File: src/rtl/scroll_scheduler.sv
// Arbitrates the four-character ASCII scroll window between requesters A and B,
// scrolling the granted message for its programmed passes, then blanking the window.
module scroll_scheduler #(
    parameter int MAX_LEN = 16
) (
    input  logic                 CLK,
    input  logic                 RESET_N,
    input  logic [31:0]          cyclesPerStrobe,
    input  logic                 reqA,
    input  logic                 reqB,
    input  logic [8*MAX_LEN-1:0] msgA,
    input  logic [8*MAX_LEN-1:0] msgB,
    input  logic [4:0]           lenA,
    input  logic [4:0]           lenB,
    input  logic [3:0]           loopsA,
    input  logic [3:0]           loopsB,
    output logic                 grantA,
    output logic                 grantB,
    output logic                 doneA,
    output logic                 doneB,
    output logic                 busy,
    output logic [7:0]           asciiOne,
    output logic [7:0]           asciiTwo,
    output logic [7:0]           asciiThree,
    output logic [7:0]           asciiFour
);
    localparam int         MW      = 8 * MAX_LEN;
    localparam logic [7:0] BLANK   = 8'hFF;
    localparam logic [4:0] LEN_MAX = 5'(MAX_LEN);

    typedef enum logic [1:0] {IDLE = 2'd0, SCROLL = 2'd1, DRAIN = 2'd2, DONE = 2'd3} state_t;

    function automatic logic [4:0] clamp_len(input logic [4:0] len);
        return (len > LEN_MAX) ? LEN_MAX : len;
    endfunction

    function automatic logic [3:0] fix_loops(input logic [3:0] loops);
        return (loops == 4'd0) ? 4'd1 : loops;
    endfunction

    // Char 0 sits in the most significant used byte of a right-justified string.
    function automatic logic [7:0] char_at(input logic [MW-1:0] m, input logic [4:0] len,
                                           input logic [4:0] idx);
        logic [MW-1:0] sh;
        logic [31:0]   pos;
        pos = 32'd8 * (32'(len) - 32'(idx) - 32'd1);
        sh  = m >> pos;
        return sh[7:0];
    endfunction

    state_t          state_q, state_d;
    logic            owner_q, owner_d;
    logic            last_b_q, last_b_d;
    logic [MW-1:0]   msg_q, msg_d;
    logic [4:0]      len_q, len_d;
    logic [3:0]      loops_q, loops_d;
    logic [4:0]      idx_q, idx_d;
    logic [3:0]      pass_q, pass_d;
    logic [31:0]     tick_q, tick_d;
    logic [2:0]      drain_q, drain_d;
    logic [31:0]     win_q, win_d;
    logic            grant_a_q, grant_a_d, grant_b_q, grant_b_d;
    logic            done_a_q, done_a_d, done_b_q, done_b_d;
    logic            busy_q, busy_d;

    logic            tick_s, any_req_s, pick_b_s, owner_req_s, last_pass_s;
    logic [4:0]      sel_len_s;

    assign tick_s      = (tick_q >= cyclesPerStrobe);
    assign any_req_s   = reqA | reqB;
    assign pick_b_s    = reqB & (~reqA | ~last_b_q);
    assign owner_req_s = owner_q ? reqB : reqA;
    assign sel_len_s   = clamp_len(pick_b_s ? lenB : lenA);
    assign last_pass_s = tick_s && ((idx_q + 5'd1) == len_q)
                         && (({1'b0, pass_q} + 5'd1) == {1'b0, loops_q});

    // State register
    always_ff @(posedge CLK or negedge RESET_N) begin
        if (!RESET_N) begin
            state_q <= IDLE;
        end else begin
            state_q <= state_d;
        end
    end

    // Next-state logic; an owner dropping its request aborts straight to DONE
    always_comb begin
        state_d = state_q;
        case (state_q)
            IDLE: begin
                if (any_req_s) begin
                    state_d = (sel_len_s == 5'd0) ? DRAIN : SCROLL;
                end else begin
                    state_d = IDLE;
                end
            end
            SCROLL: begin
                if (!owner_req_s) begin
                    state_d = DONE;
                end else if (last_pass_s) begin
                    state_d = DRAIN;
                end else begin
                    state_d = SCROLL;
                end
            end
            DRAIN: begin
                if (!owner_req_s || (drain_q == 3'd4)) begin
                    state_d = DONE;
                end else begin
                    state_d = DRAIN;
                end
            end
            DONE:    state_d = IDLE;
            default: state_d = IDLE;
        endcase
    end

    // Output decode from the upcoming state so every output leaves a flop
    always_comb begin
        busy_d    = (state_d != IDLE);
        grant_a_d = busy_d & ~owner_d;
        grant_b_d = busy_d & owner_d;
        done_a_d  = (state_d == DONE) & ~owner_d;
        done_b_d  = (state_d == DONE) & owner_d;
    end

    // Datapath next values: latching, tick generation, window shifting
    always_comb begin
        owner_d  = owner_q;
        last_b_d = last_b_q;
        msg_d    = msg_q;
        len_d    = len_q;
        loops_d  = loops_q;
        idx_d    = idx_q;
        pass_d   = pass_q;
        tick_d   = tick_q;
        drain_d  = drain_q;
        win_d    = win_q;
        case (state_q)
            IDLE: begin
                win_d = {4{BLANK}};
                if (any_req_s) begin
                    owner_d = pick_b_s;
                    msg_d   = pick_b_s ? msgB : msgA;
                    len_d   = sel_len_s;
                    loops_d = fix_loops(pick_b_s ? loopsB : loopsA);
                    idx_d   = 5'd0;
                    pass_d  = 4'd0;
                    tick_d  = 32'd0;
                    drain_d = 3'd0;
                end else begin
                    owner_d = owner_q;
                end
            end
            SCROLL, DRAIN: begin
                if (!owner_req_s) begin
                    win_d = {4{BLANK}};
                end else if (tick_s) begin
                    tick_d = 32'd0;
                    if (state_q == SCROLL) begin
                        win_d = {win_q[23:0], char_at(msg_q, len_q, idx_q)};
                        if ((idx_q + 5'd1) == len_q) begin
                            idx_d  = 5'd0;
                            pass_d = pass_q + 4'd1;
                        end else begin
                            idx_d  = idx_q + 5'd1;
                        end
                    end else if (drain_q != 3'd4) begin
                        win_d   = {win_q[23:0], BLANK};
                        drain_d = drain_q + 3'd1;
                    end else begin
                        win_d = win_q;
                    end
                end else begin
                    tick_d = tick_q + 32'd1;
                end
            end
            DONE:    last_b_d = owner_q;
            default: win_d = {4{BLANK}};
        endcase
    end

    // Datapath and output registers
    always_ff @(posedge CLK or negedge RESET_N) begin
        if (!RESET_N) begin
            owner_q   <= 1'b0;
            last_b_q  <= 1'b1;
            msg_q     <= '0;
            len_q     <= 5'd0;
            loops_q   <= 4'd1;
            idx_q     <= 5'd0;
            pass_q    <= 4'd0;
            tick_q    <= 32'd0;
            drain_q   <= 3'd0;
            win_q     <= {4{BLANK}};
            grant_a_q <= 1'b0;
            grant_b_q <= 1'b0;
            done_a_q  <= 1'b0;
            done_b_q  <= 1'b0;
            busy_q    <= 1'b0;
        end else begin
            owner_q   <= owner_d;
            last_b_q  <= last_b_d;
            msg_q     <= msg_d;
            len_q     <= len_d;
            loops_q   <= loops_d;
            idx_q     <= idx_d;
            pass_q    <= pass_d;
            tick_q    <= tick_d;
            drain_q   <= drain_d;
            win_q     <= win_d;
            grant_a_q <= grant_a_d;
            grant_b_q <= grant_b_d;
            done_a_q  <= done_a_d;
            done_b_q  <= done_b_d;
            busy_q    <= busy_d;
        end
    end

    assign grantA     = grant_a_q;
    assign grantB     = grant_b_q;
    assign doneA      = done_a_q;
    assign doneB      = done_b_q;
    assign busy       = busy_q;
    assign asciiOne   = win_q[31:24];
    assign asciiTwo   = win_q[23:16];
    assign asciiThree = win_q[15:8];
    assign asciiFour  = win_q[7:0];

endmodule

File: config.mk
export PLATFORM = sky130hd
export DESIGN_NAME = scroll_scheduler
export DESIGN_NICKNAME = d
export VERILOG_FILES = /design/src/rtl/scroll_scheduler.sv
export SDC_FILE = /design/constraint.sdc
export NUM_CORES = 1
export LEC_CHECK = 0
export BUFFER_PORTS_ARGS = -buffer_cell sky130_fd_sc_hd__buf_2
export CAP_MARGIN = 0
export CELL_PAD_IN_SITES_DETAIL_PLACEMENT = 0
export CELL_PAD_IN_SITES_GLOBAL_PLACEMENT = 2
export CORE_ASPECT_RATIO = 2
export CORE_UTILIZATION = 32
export DETAILED_ROUTE_END_ITERATION = 12
export PLACE_DENSITY = 0.86
export SLEW_MARGIN = 25
export SYNTH_ARGS = -nofsm -noshare
export SYNTH_HDL_FRONTEND = slang
export SYNTH_SLANG_ARGS = --single-unit
export TNS_END_PERCENT = 50
File: constraint.sdc
create_clock -name CLK -period 3.3 [get_ports CLK]
set_input_delay 0.99 -clock CLK [delete_from_list [all_inputs] [get_ports CLK]]
set_output_delay 0.99 -clock CLK [all_outputs]
set_load 0.02 [all_outputs]
## Word-level counts from Yosys, hierarchy flattened

Cells that the tools add are included.

| cells by class | value |
|---|---|
| add/subtract/negate cells | 7 |
| $lt $le $gt $ge | 2 |
| eq/ne operators | 17 |
| shifts and indexed selects | 1 |
| mux-type cells | 41 |
| bitwise gates (word level) | 10 |
| reductions and logical operators | 16 |

Operators by type and width:

| operator | number |
|---|---|
| 2-to-1 mux 32 bit | 7 |
| 2-to-1 mux 128 bit | 1 |
| one-hot mux 32 bit (2 select lines) | 2 |
| right shift 128 x 32 -> 8 bit | 1 |
| 2-to-1 mux 5 bit | 7 |
| adder 32 x 1 -> 32 bit (second input constant) | 1 |
| greater-or-equal comparator 32 bit | 1 |
| 2-to-1 mux 4 bit | 7 |
| 2-to-1 mux 3 bit | 5 |
| inequality test 2 bit (second input constant) | 7 |
| AND reduction 6 bit | 2 |
| one-hot mux 5 bit (2 select lines) | 1 |
| 2-to-1 mux 2 bit | 4 |
| one-hot mux 2 bit (4 select lines) | 1 |
| one-hot mux 4 bit (2 select lines) | 1 |
| subtractor 6 x 2 -> 7 bit (second input constant) | 1 |
| == test 2 bit (second input constant) | 3 |
| inequality test 3 bit (second input constant) | 2 |
| one-hot mux 3 bit (2 select lines) | 1 |
| AND reduction 3 bit | 2 |
| subtractor 5 x 5 -> 6 bit | 1 |
| adder 4 x 1 -> 5 bit (second input constant) | 1 |
| adder 5 x 1 -> 5 bit (second input constant) | 1 |
| AND 1 bit | 5 |
| other kinds (21) | 29 |

| word-level totals | value |
|---|---|
| register bits after elaboration | 222 |
| input port bits | 310 |
| output and inout bits | 37 |
| logic and storage cells | 110 |

## Logic depth before layout (Yosys ltp)

| logic depth | value |
|---|---|
| depth after elaboration | 12 |
| gate-level depth with buffers | 11 |
| mapped depth without buffers | 10 |

## Worst setup path after synthesis

No wires, ideal clock.

| timing path | value |
|---|---|
| kind | input to register |
| start | input port cyclesPerStrobe[13] |
| end | register win_q[10] |
| setup time | 0.080 ns |
| data arrival time | 3.094 ns |
| data required time | 3.220 ns |
| slack | 0.127 ns |
| stages on the path | 11 |
| buffers on the path | 2 |
| path through | inv_1 -> ha_1 -> nand4_1 -> nor4_1 -> a32oi_1 -> a21oi_2 -> nor2_2 -> or4_4 -> buf_6 -> buf_6 -> o22a_1 |

| on the way | value |
|---|---|
| longest elaborated chain between the ends | 3 |

RTL lines:

| what | line | source |
|---|---|---|
| from (decl) | 8 | `input logic [31:0] cyclesPerStrobe,` |
| greater-or-equal comparator 32 bit | 69 | `assign tick_s = (tick_q >= cyclesPerStrobe);` |
| inequality test 3 bit (no line) | -- |  |
| AND reduction 3 bit (no line) | -- |  |
| to (signal assigned) | 195 | `win_q <= {4{BLANK}};` |
| to (signal assigned) | 211 | `win_q <= win_d;` |
| to (decl) | 61 | `logic [31:0] win_q, win_d;` |

No other way between the ends.
A chain may end at the register's enable or synchronous reset.

## Final worst setup path

| timing path | value |
|---|---|
| start | register idx_q[0] |
| end | register win_q[2] |

| on the way | value |
|---|---|
| longest elaborated chain between the ends | 7 |

RTL lines:

| what | line | source |
|---|---|---|
| from (decl) | 57 | `logic [4:0] idx_q, idx_d;` |
| from (signal assigned) | 207 | `idx_q <= idx_d;` |
| subtractor 5 x 5 -> 6 bit | 46 | `pos = 32'd8 * (32'(len) - 32'(idx) - 32'd1);` |
| subtractor 6 x 2 -> 7 bit | 46 |  |
| right shift 128 x 32 -> 8 bit | 47 | `sh = m >> pos;` |
| 2-to-1 mux 32 bit | 160 | `if (state_q == SCROLL) begin` |
| 2-to-1 mux 32 bit | 158 | `end else if (tick_s) begin` |
| 2-to-1 mux 32 bit | 156 | `if (!owner_req_s) begin` |
| one-hot mux 32 bit (2 select lines) | 139 | `case (state_q)` |

No other way between the ends. The select of a mux whose other input is x is not followed.

==> results_dict.tcl <==
set metrics [dict create \
    run_status "complete, no violations" \
    worst-path-stages 9 \
    p_total_mw 11.81 \
    layoutNonFillerInstCount 2121 \
    worst_ep_required_time_ns 3.74 \
    drv_slew 0 \
    yosysTopAreaCellShare_pct 37.45 \
    critPathSlowestCell "fa_1" \
    dr.pass1.iters 4 \
    yosysTopAreaCell "dfrtp_1" \
    r2r.worst_path.cells 9 \
    hp-class "in2async" \
    fmax_mhz 326.8 \
    die-area_mm2 0.04010 \
    arrival_ns 3.50 \
    cts_root_buf "clkbuf_16" \
    post_cts.repair.setup_buffers 0 \
    cp_top_family "compound AO/OA/AOI/OAI gates" \
    htree_num_levels 1 \
    ys_dominant_reg_cell "dfrtp_1" \
    layout-drive-gt1-share_pct 31.69 \
    crit_type "reg2reg" \
    ir_drop_v 0.0003905 \
    grt_pass1_wl_um 57040 \
    async_reset_ff_share_pct 100.0 \
    synth_warnings 0 \
    avgSynthCellArea_um2 10.11 \
    maxSlewHeadroom_pct 50.53 \
    fp.dieH_um 282.2 \
    drc 0 \
    synthTopCellsByArea "dfrtp_1, mux2i_1, dfstp_2" \
    netlist_instances 1243 \
    rsz0062_at_grt "no" \
    syn_nets 1601 \
    grt_max_degree 131 \
    seq_area_frac_synth_pct 44.56 \
    ios 347 \
    portBuffers 346 \
    cts.sinks 222 \
    fin_crit_ns 3.060 \
    post-route-period-util_pct 92.74 \
    path_clk_slew_ns 0.07 \
    die_w_um 142.1 \
    clock_latency_ns 0.52 \
    grt_usage_pct 18.69 \
    max_stage_delay_ns 0.49 \
    post_cts_resized 0 \
    worst_pin_slew_ns 0.7352 \
    cts_tree "built" \
    max-cap-violations 0 \
    totalWireLength_um 37350 \
    netlist_area_mm2 0.01256 \
    p_per_area_mw_per_mm2 744.5 \
    setup_viol 0 \
    drtIter0Drc 415 \
    dpl.hpwl_um 29730 \
    p_leak_nw 7.566 \
    grt_remaining_overflow 0 \
    num_vias 10250 \
    cts_buffers 22 \
    cp-end-kind "flop" \
    fin_skew_ns 0.01059 \
    finalHoldViolations 0 \
    cp_cell_sequence "ha_2 -> fa_1 -> and2_1 -> a211o_1 -> a311oi_1 -> xnor2_2 -> mux2i_1 -> nand2_1 -> a21oi_1" \
    dp.cells 2081 \
    place_congestion 0.7990 \
    cp_num_buf_inv 0 \
    row_count 102 \
    initial_core_util_pct 32.49 \
    postRouteAntennaNets 0 \
    nets 1943 \
    synth_edf_count 0 \
    synth.ff_latch_count 222 \
    clk_path_buf_depth 3 \
    grt_pass1_vias 10800 \
    via_per_inst 4.831 \
    core-area_mm2 0.03867 \
    worst-path-max-fanout 8 \
    routedWlPerCell_um 17.61 \
    cts_hold_buffers 0 \
    synthToLayoutAreaGrowth_pct 26.29 \
    antenna_found_initial 2 \
    ys_types 69 \
    startpoint_type "flop" \
]
[logic make-up after synthesis]
family | after synthesis | synth area share [%]
AOI/OAI and AO/OA | 263 | 12.55
adders and majority gates | 48 | 4.840
and+or+nand+nor | 343 | 12.03
xor gates and xnor gates | 43 | 3.058
DFF | 222 | 44.56
muxes | 197 | 18.91
buffers and inverters | 127 | 4.053
[area by class of cell]
| class | instances | area [um2] |
|---|---|---|
| diodes | 1 | 2.502 |
| clock buffers | 28 | 624.3 |
| clock inverters | 11 | 95.09 |
| fillers | 3883 | 22800 |
| inverters | 58 | 217.7 |
| multi-input cells | 894 | 6504 |
| flip-flops and latches | 222 | 5598 |
| well taps | 520 | 650.6 |
| repair buffers | 387 | 2175 |
[worst reg2reg max path, delay by kind of cell, from the launching register on]
kind | cells | cell delay [ns]
muxes | 1 | 0.28
adders and majority gates | 2 | 0.70
and+or+nand+nor | 2 | 0.29
AOI/OAI and AO/OA | 3 | 0.96
xor gates and xnor gates | 1 | 0.32
DFF | 1 | 0.44
[flip-flops by register name (all words and copies together), names as in the netlist]
name / flops
doneB: 1
drain_q: 3
pass_q: 4
loops_q: 4
len_q: 5
owner_q: 1
grantA: 1
win_q: 32
grantB: 1
state_q: 2
msg_q: 128
idx_q: 5
last_b_q: 1
tick_q: 32
doneA: 1
busy: 1
[placed cells by master (no fill, tap or decap), types with 17 or more instances in the layout]
master     count
a21oi_1       32
buf_2        345
buf_4         31
clkbuf_16     23
dfrtp_1      188
dfstp_2       34
ha_1          46
inv_1         58
mux2i_1      162
mux4_2        32
nand2_1      186
nand3_1       17
nor2_1        61
nor3_1        19
o21ai_0      149
o22a_1        25
xnor2_1       26
[path summary, 6_finish.rpt]
check	from	to	slack (ns)
max	idx_q[0]$_DFFE_PN0P_	win_q[2]$_DFFE_PN1P_	0.24
min	RESET_N	msg_q[14]$_DFFE_PN0P_	0.42
max reg2reg	idx_q[0]$_DFFE_PN0P_	win_q[2]$_DFFE_PN1P_	0.24
min reg2reg	msg_q[36]$_DFFE_PN0P_	msg_q[36]$_DFFE_PN0P_	0.47
max in group asynchronous	RESET_N	win_q[8]$_DFFE_PN1P_	2.06
min in group CLK	msg_q[36]$_DFFE_PN0P_	msg_q[36]$_DFFE_PN0P_	0.47
[cell usage after synthesis, types with 2 or more instances]
library cell    n
dfrtp_1       188
nand2_1       186
mux2i_1       162
o21ai_0       150
nor2_1         61
inv_1          58
clkbuf_1       54
ha_1           47
a21oi_1        34
dfstp_2        34
mux4_2         32
xnor2_1        27
o22a_1         25
nor3_1         19
nand3_1        17
xor2_1         15
and3_1         12
nand4_1        12
nand2b_1       10
buf_2           8
a31oi_1         6
nor4_1          5
o211ai_1        5
o21a_1          5
and2_1          4
buf_1           4
or4_1           4
buf_6           3
mux2_2          3
o22ai_1         3
o31ai_1         3
a21boi_0        2
a21o_1          2
a22o_1          2
a22oi_1         2
a32o_1          2
nor2b_1         2
o221ai_1        2
o311ai_0        2
or3_1           2
[layer usage]
layer	routed length [um]	share of wire (%)	track usage (%)	vias up
met4	1248	3.3	7.141	2
met3	1486	4.0	2.082	51
li1	-	-	-	5102
met2	21350	57	38.31	306
met1	13250	35	18.57	4785
met5	13	0.035	0	-
[power breakdown]
part	switching [mW]	internal (mW)
registers	0.501	3.63
logic	2.93	2.23
clock network	1.10	1.42
total	4.54	7.27
[through the flow]
stage | setup WS [ns] | hold slack (ns) | util (%) | instance area [um2] | setup TNS (ns)
2_1_floorplan | 0.1266 | 0.4446 | - | 12560 | 0
4_1_cts | 0.2565 | 0.4442 | 41.02 | 15860 | 0
3_3_place_gp | 0.04006 | 0.4563 | 39.13 | 15130 | 0
5_1_grt | 0.08026 | 0.4529 | 41.03 | 15870 | 0
6_report | 0.2396 | 0.4217 | 41.03 | 15870 | 0
3_5_place_dp | -0.06914 | 0.4656 | 39.16 | 15140 | -0.8736
(Power assumes the default switching activity.)
